<file path="src/rtl/pipe_hazard_ctrl_pkg.sv">
// Shared types and constants for the pipeline hazard sequencer.
// State encodings, state width and default memory-wait timeout.
package pipe_hazard_ctrl_pkg;

  localparam int unsigned PHC_STATE_BIT       = 2;
  localparam int unsigned PHC_MEM_TIMEOUT_DEF = 16;

  typedef enum logic [PHC_STATE_BIT-1:0] {
    PHC_BOOT     = 2'd0,
    PHC_RUN      = 2'd1,
    PHC_MEM_WAIT = 2'd2,
    PHC_HALTED   = 2'd3
  } phc_state_e;

endpackage

</file>
<file path="src/rtl/pipe_hazard_ctrl_sat_counter.sv">
// Saturating up-counter with synchronous clear and count enable.
// clr_i and en_i together restart the count at one.
module phc_sat_counter #(
  parameter int unsigned W = 8
) (
  input  logic         clk,
  input  logic         rst_n,
  input  logic         clr_i,
  input  logic         en_i,
  output logic [W-1:0] cnt_o
);

  logic [W-1:0] cnt_q;
  logic [W-1:0] cnt_d;
  logic [W-1:0] base;

  // Next count: optional clear, then increment unless already all-ones
  always_comb begin
    base  = clr_i ? '0 : cnt_q;
    cnt_d = base;
    if (en_i && (base != '1)) begin
      cnt_d = base + W'(1);
    end
  end

  // Count register
  always_ff @(posedge clk or negedge rst_n) begin
    if (!rst_n) begin
      cnt_q <= '0;
    end else begin
      cnt_q <= cnt_d;
    end
  end

  assign cnt_o = cnt_q;

endmodule

</file>
<file path="src/rtl/pipe_hazard_ctrl.sv">
// Pipeline hazard sequencer: stage enables/clears, halt and memory wait.
// Optional PIPE_HAZARD_PERF_EN adds stall and flush counters.
module pipe_hazard_ctrl
  import pipe_hazard_ctrl_pkg::*;
#(
  parameter int unsigned MEM_TIMEOUT = PHC_MEM_TIMEOUT_DEF,
  parameter int unsigned CNT_W       = 8
) (
  input  logic        clk,
  input  logic        rst_n,
  input  logic        load_use,
  input  logic        branch_taken,
  input  logic        dm_busy,
  input  logic        halt_wb,
  input  logic        resume,
  output logic        pc_en,
  output logic        ifid_en,
  output logic        ifid_stall,
  output logic        ifid_clr,
  output logic        idex_en,
  output logic        idex_clr,
  output logic        exdm_en,
  output logic        exdm_clr,
  output logic        dmwb_en,
  output logic        dmwb_clr,
  output logic        halted,
  output logic        mem_fault
`ifdef PIPE_HAZARD_PERF_EN
  ,
  output logic [31:0] stall_cycles,
  output logic [31:0] flush_count
`endif
);

  phc_state_e state_q;
  phc_state_e state_d;

  logic             fault_q;
  logic             run_q;
  logic             run_busy;
  logic             wait_busy;
  logic             cnt_en;
  logic             cnt_clr;
  logic [CNT_W-1:0] cnt_q;
  logic [CNT_W-1:0] cnt_nx;
  logic             fault_hit;

  assign run_q     = (state_q == PHC_RUN);
  assign run_busy  = run_q && !halt_wb && dm_busy;
  assign wait_busy = (state_q == PHC_MEM_WAIT) && dm_busy;
  assign cnt_en    = run_busy || wait_busy;
  assign cnt_clr   = run_busy;

  // Value the wait counter takes at the next edge
  assign cnt_nx    = run_busy ? CNT_W'(1) : cnt_q + CNT_W'(1);
  assign fault_hit = cnt_en && (32'(cnt_nx) >= MEM_TIMEOUT);

  phc_sat_counter #(
    .W (CNT_W)
  ) u_wait_cnt (
    .clk   (clk),
    .rst_n (rst_n),
    .clr_i (cnt_clr),
    .en_i  (cnt_en),
    .cnt_o (cnt_q)
  );

  // Stage controls and next state from current state and hazards
  always_comb begin
    state_d    = state_q;
    pc_en      = 1'b0;
    ifid_en    = 1'b0;
    ifid_stall = 1'b0;
    ifid_clr   = 1'b0;
    idex_en    = 1'b0;
    idex_clr   = 1'b0;
    exdm_en    = 1'b0;
    exdm_clr   = 1'b0;
    dmwb_en    = 1'b0;
    dmwb_clr   = 1'b0;
    unique case (state_q)
      PHC_BOOT: begin
        state_d = PHC_RUN;
      end
      PHC_RUN: begin
        ifid_clr = 1'b1;
        idex_clr = 1'b1;
        exdm_clr = 1'b1;
        dmwb_clr = 1'b1;
        if (halt_wb) begin
          state_d = PHC_HALTED;
        end else if (dm_busy) begin
          state_d = fault_hit ? PHC_HALTED : PHC_MEM_WAIT;
        end else begin
          pc_en   = 1'b1;
          ifid_en = 1'b1;
          idex_en = 1'b1;
          exdm_en = 1'b1;
          dmwb_en = 1'b1;
          if (branch_taken) begin
            ifid_clr = 1'b0;
            idex_clr = 1'b0;
          end else if (load_use) begin
            pc_en      = 1'b0;
            ifid_stall = 1'b1;
            idex_clr   = 1'b0;
          end
        end
      end
      PHC_MEM_WAIT: begin
        ifid_clr = 1'b1;
        idex_clr = 1'b1;
        exdm_clr = 1'b1;
        dmwb_clr = 1'b1;
        if (!dm_busy) begin
          state_d = PHC_RUN;
        end else if (fault_hit) begin
          state_d = PHC_HALTED;
        end
      end
      PHC_HALTED: begin
        ifid_clr = 1'b1;
        idex_clr = 1'b1;
        exdm_clr = 1'b1;
        dmwb_clr = 1'b1;
        if (resume && !fault_q) begin
          state_d = PHC_RUN;
        end
      end
      default: begin
        state_d = PHC_BOOT;
      end
    endcase
  end

  // State register and sticky timeout flag
  always_ff @(posedge clk or negedge rst_n) begin
    if (!rst_n) begin
      state_q <= PHC_BOOT;
      fault_q <= 1'b0;
    end else begin
      state_q <= state_d;
      fault_q <= fault_q || fault_hit;
    end
  end

  assign halted    = (state_q == PHC_HALTED);
  assign mem_fault = fault_q;

`ifdef PIPE_HAZARD_PERF_EN
  logic run_free;
  logic stall_ev;
  logic flush_ev;

  assign run_free = run_q && !halt_wb && !dm_busy;
  assign flush_ev = run_free && branch_taken;
  assign stall_ev = (run_free && !branch_taken && load_use)
                  || (state_q == PHC_MEM_WAIT);

  phc_sat_counter #(
    .W (32)
  ) u_stall_cnt (
    .clk   (clk),
    .rst_n (rst_n),
    .clr_i (1'b0),
    .en_i  (stall_ev),
    .cnt_o (stall_cycles)
  );

  phc_sat_counter #(
    .W (32)
  ) u_flush_cnt (
    .clk   (clk),
    .rst_n (rst_n),
    .clr_i (1'b0),
    .en_i  (flush_ev),
    .cnt_o (flush_count)
  );
`endif

endmodule

</file>
<file path="config.mk">
export PLATFORM = sky130hd
export DESIGN_NAME = pipe_hazard_ctrl
export DESIGN_NICKNAME = d
export VERILOG_FILES = /design/src/rtl/pipe_hazard_ctrl_pkg.sv /design/src/rtl/pipe_hazard_ctrl_sat_counter.sv /design/src/rtl/pipe_hazard_ctrl.sv
export SDC_FILE = /design/constraint.sdc
export NUM_CORES = 1
export LEC_CHECK = 0
export ABC_AREA = 1
export CAP_MARGIN = 10
export CORE_ASPECT_RATIO = 1.5
export CORE_MARGIN = 2
export CORE_UTILIZATION = 30
export CTS_CLUSTER_DIAMETER = 150
export DETAILED_ROUTE_END_ITERATION = 6
export SLEW_MARGIN = 20
export SYNTH_ARGS = -nofsm -noshare
export SYNTH_HDL_FRONTEND = slang
export SYNTH_HIERARCHICAL = 1
export SYNTH_SLANG_ARGS = --single-unit
</file>
<file path="constraint.sdc">
create_clock -name clk -period 1.9 [get_ports clk]
set_input_delay 0.285 -clock clk [delete_from_list [all_inputs] [get_ports clk]]
set_output_delay 0.285 -clock clk [all_outputs]
set_load 0.005 [all_outputs]
</file>
==> results.md <==
- The flow ran to the end, and the final reports show no timing, DRC or antenna violations.
- The design draws about 1.5 mW.
- Setup repair after global routing could not meet its margin everywhere.
- The first-pass GRT wire length is 3740 µm.
- The instance count of the mapped netlist is 144.
- The netlist uses 25 different library cells.
- For this block, the initial DRC count from the detailed router was 17.
- At the pin with the least slew margin, the transition time is 511 ps.
- CTS built an H-tree with a depth of 1.
- The number of buffers added by the clock tree synthesis step is 3.
- The maximum number of pins on one net before global-route repair is 12.
- The hold violation count in the final report is 0.
- The proportion of total power due to net switching is 0.418.
- The routed wire length is 2270 µm.
- The share of total power dissipated in combinational logic is 0.585.
- The via density per instance is 4.46.
- Buffers inserted to repair hold after CTS numbered 0.
- The number of nets in the synthesized netlist is 157.
- For this configuration, the core starts out at a cell density of 0.309.
- STA classifies the critical path endpoint as a primary output.
- The routed layout has ~970 vias.
- The floorplan step set the die height to 73.5 µm.
- The core region is 3130 µm².
- The clock share of power is 0.154.
- In the final timing run, aggregate negative setup slack is 0 ps.
- The top cell types in the final layout, fill and taps aside, are nand2_1, inv_1, buf_4.
- Leaving out fill and tap cells, the most frequent cell in the layout is nand2_1.
- The cell sitting at the root of the clock tree is a clkbuf_8.
- The number of design rule violations left after detail routing is 0.
- The internal power consumption is 0.884 mW.
- The max-slew violation count is 0.
- After clock tree synthesis, the clock-pin slew on the worst setup and hold paths is around 50 ps.
- Detailed placement finished with a half-perimeter wire length of between 1500 and 2000 µm.
- The number of nets in the layout is 192.
- The type of the setup path with the least slack is reg2out.
- The power spent charging and discharging nets is 0.636 mW.
- The total overflow reported by the global router is 0.
- The share of power burned in registers is 0.261.
- TritonCTS built the clock tree.
- For this run, the register share of the synthesized area comes to 0.285.
- The clock arrives with 0.672 ps of skew.
- The tightest slew margin relative to the limit is 0.658.
- Of the cells placed in the final design, the portion with a size suffix greater than 1 is 0.253.
- The horizontal extent of the die is slightly above 50 µm.
- The highest fanout seen on the critical path is 5.
- The average size of a mapped cell is 6.72 µm².
- For this run, the top clock speed supported by timing is 544 MHz.
- The core utilization of the finished layout is 0.442.
- The leakage power of the design is 0.773 nW.
- Input and output buffers added on the ports amount to 18.
- For this run, the number of Yosys warnings is 6.
- The largest voltage drop on the vdd net is 0.000480 V.
- The number of synthesized register bits is 11.
- Dividing the final minimum period by the clock period gives 0.967.
- After filler insertion, the fill cell instance count of the layout stands at 321.
- After detailed routing, the average wire length per cell comes to 10.4 µm.
- Clock tree synthesis found a total of 11 sinks.
- In this run the remaining antenna-violating nets after routing total 0.
- The clock reaches the later pin of the worst-skew pair after 240 ps.
- The final non-filler cell total is 218.
- The number of diodes is 0.
- At the worst endpoint, the required time is 1620 ps.
- The class of the worst hold path is in2async.
- Before antenna repair, the detailed router went through 4 iterations.
- The total routing resource utilization after global routing is 0.134.
- The total instance count after detailed placement is around 210.
- The time the worst path needs with I/O delays and setup is approximately 1800 ps.
- After floorplanning, the core was divided into 25 placement rows.
- In this run the count of I/O pins placed on the die edge is 19.
- The total power density per cell area is 1100 nW/µm².
- The number of global-route vias before repair came to 906.
- Max-cap violations in this run came to 0.
- For the worst setup path, the data arrival time is roughly 1600 ps.
- The number of antenna violations at the first check in global routing is 0.
- Setup violations remaining at the end of the flow were counted as 0.
- The maximum clock path buffer count is 2.
- The floorplan die area is 3700 µm².
- Routability-driven placement finished with a final weighted congestion of 0.826.
- The startpoint class of the critical path is a register.
- The synthesized netlist occupies a cell area of approximately 970 µm².
- The area growth from synthesis to layout is 42.9%.
[logic make-up after synthesis]
kind of cell,Yosys count,synth area share
compound gates,8,0.0634
xor+xnor,2,0.0181
fa+ha+maj,6,0.0776
buf+inv,28,0.127
flops,11,0.285
simple gates,89,0.429
[power by group through the flow]
stage	Combinational, mW	Sequential, mW	Clock [mW]
floorplan	0.511	0.375	0
global placement	0.807	0.392	0
detailed placement	0.822	0.396	0
CTS	0.883	0.395	0.243
global route	0.999	0.407	0.257
finish	0.889	0.397	0.234
[sequential cells by signal (all words and copies together), names as in the netlist]
name	count
mem_fault	1
state_q	2
u_wait_cnt/cnt_o	8
[worst max-delay path, cell delays in order, from the launching register on]
cell and delay [ps]:
dfrtp_2 420, buf_4 150, ha_4 170, nand2_2 90
inv_2 50, clkdlybuf4s50_1 440
[per-layer routing]
metal  vias up  part of all wire  wire (µm)  global-route usage
li1        504                 -          -                   -
met1       433              0.40        909               0.142
met2        26              0.52       1190               0.244
met3         9             0.041         93              0.0264
met4         0             0.034         77              0.0781
met5         -                 0          0                   0
[cell usage after synthesis]
library cell | count | area, µm²
nor3_2 | 1 | 10.0
nor2_4 | 1 | 11.3
nand3_1 | 12 | 60.1
nand3_2 | 2 | 20.0
inv_1 | 23 | 86.3
a21oi_2 | 1 | 8.76
o21bai_2 | 1 | 11.3
a21oi_1 | 2 | 10.0
nand2_2 | 4 | 25.0
and2_1 | 1 | 6.26
inv_4 | 1 | 6.26
a21oi_4 | 1 | 16.3
nor3_1 | 1 | 5.00
nand2b_1 | 1 | 6.26
nor2_2 | 2 | 12.5
ha_1 | 6 | 75.1
nand2_1 | 47 | 176
nand4_1 | 2 | 12.5
o21ai_0 | 3 | 15.0
nand3_4 | 1 | 17.5
buf_4 | 4 | 30.0
nor2_1 | 14 | 52.6
xor2_1 | 1 | 8.76
xnor2_1 | 1 | 8.76
dfrtp_1 | 11 | 275
[final cells by class]
cell class | instances | area [µm²] | area share
multi-input combinational | 105 | 607 | 0.439
clock buffer | 4 | 45.0 | 0.0326
timing repair buffer | 34 | 312 | 0.225
sequential | 11 | 277 | 0.200
tap | 40 | 50.0 | 0.0362
inverter | 24 | 92.6 | 0.0670
[final timing paths]
check | start | endpoint | slack (ps) | cells after the start
max | state_q[0] | exdm_en | 60 | 5
min | rst_n | u_wait_cnt/cnt_o[0] | 390 | 1
max reg2reg | state_q[0] | u_wait_cnt/cnt_o[1] | 170 | 11
min reg2reg | mem_fault | mem_fault | 480 | 2
max in group asynchronous | rst_n | state_q[0] | 1140 | 1
min in group clk | mem_fault | mem_fault | 480 | 2
[stage by stage]
stage                     hold WS, ps  cell area (µm²)  worst slack [ps]
final                             390             1380              63.0
after global routing              425             1380             -4.29
after CTS                         407             1350              6.78
after detailed placement          482             1260              -125
after global placement            466             1260             -71.9
after floorplan                 -10.6              967               250
[repair_timing]
action / CTS / global route
gates resized for setup: 13 / 10
buffers inserted: 2 / 1
setup endpoints to repair: 8 / 15
pin swaps: 2 / 2
Power figures use the tool's default switching activity.
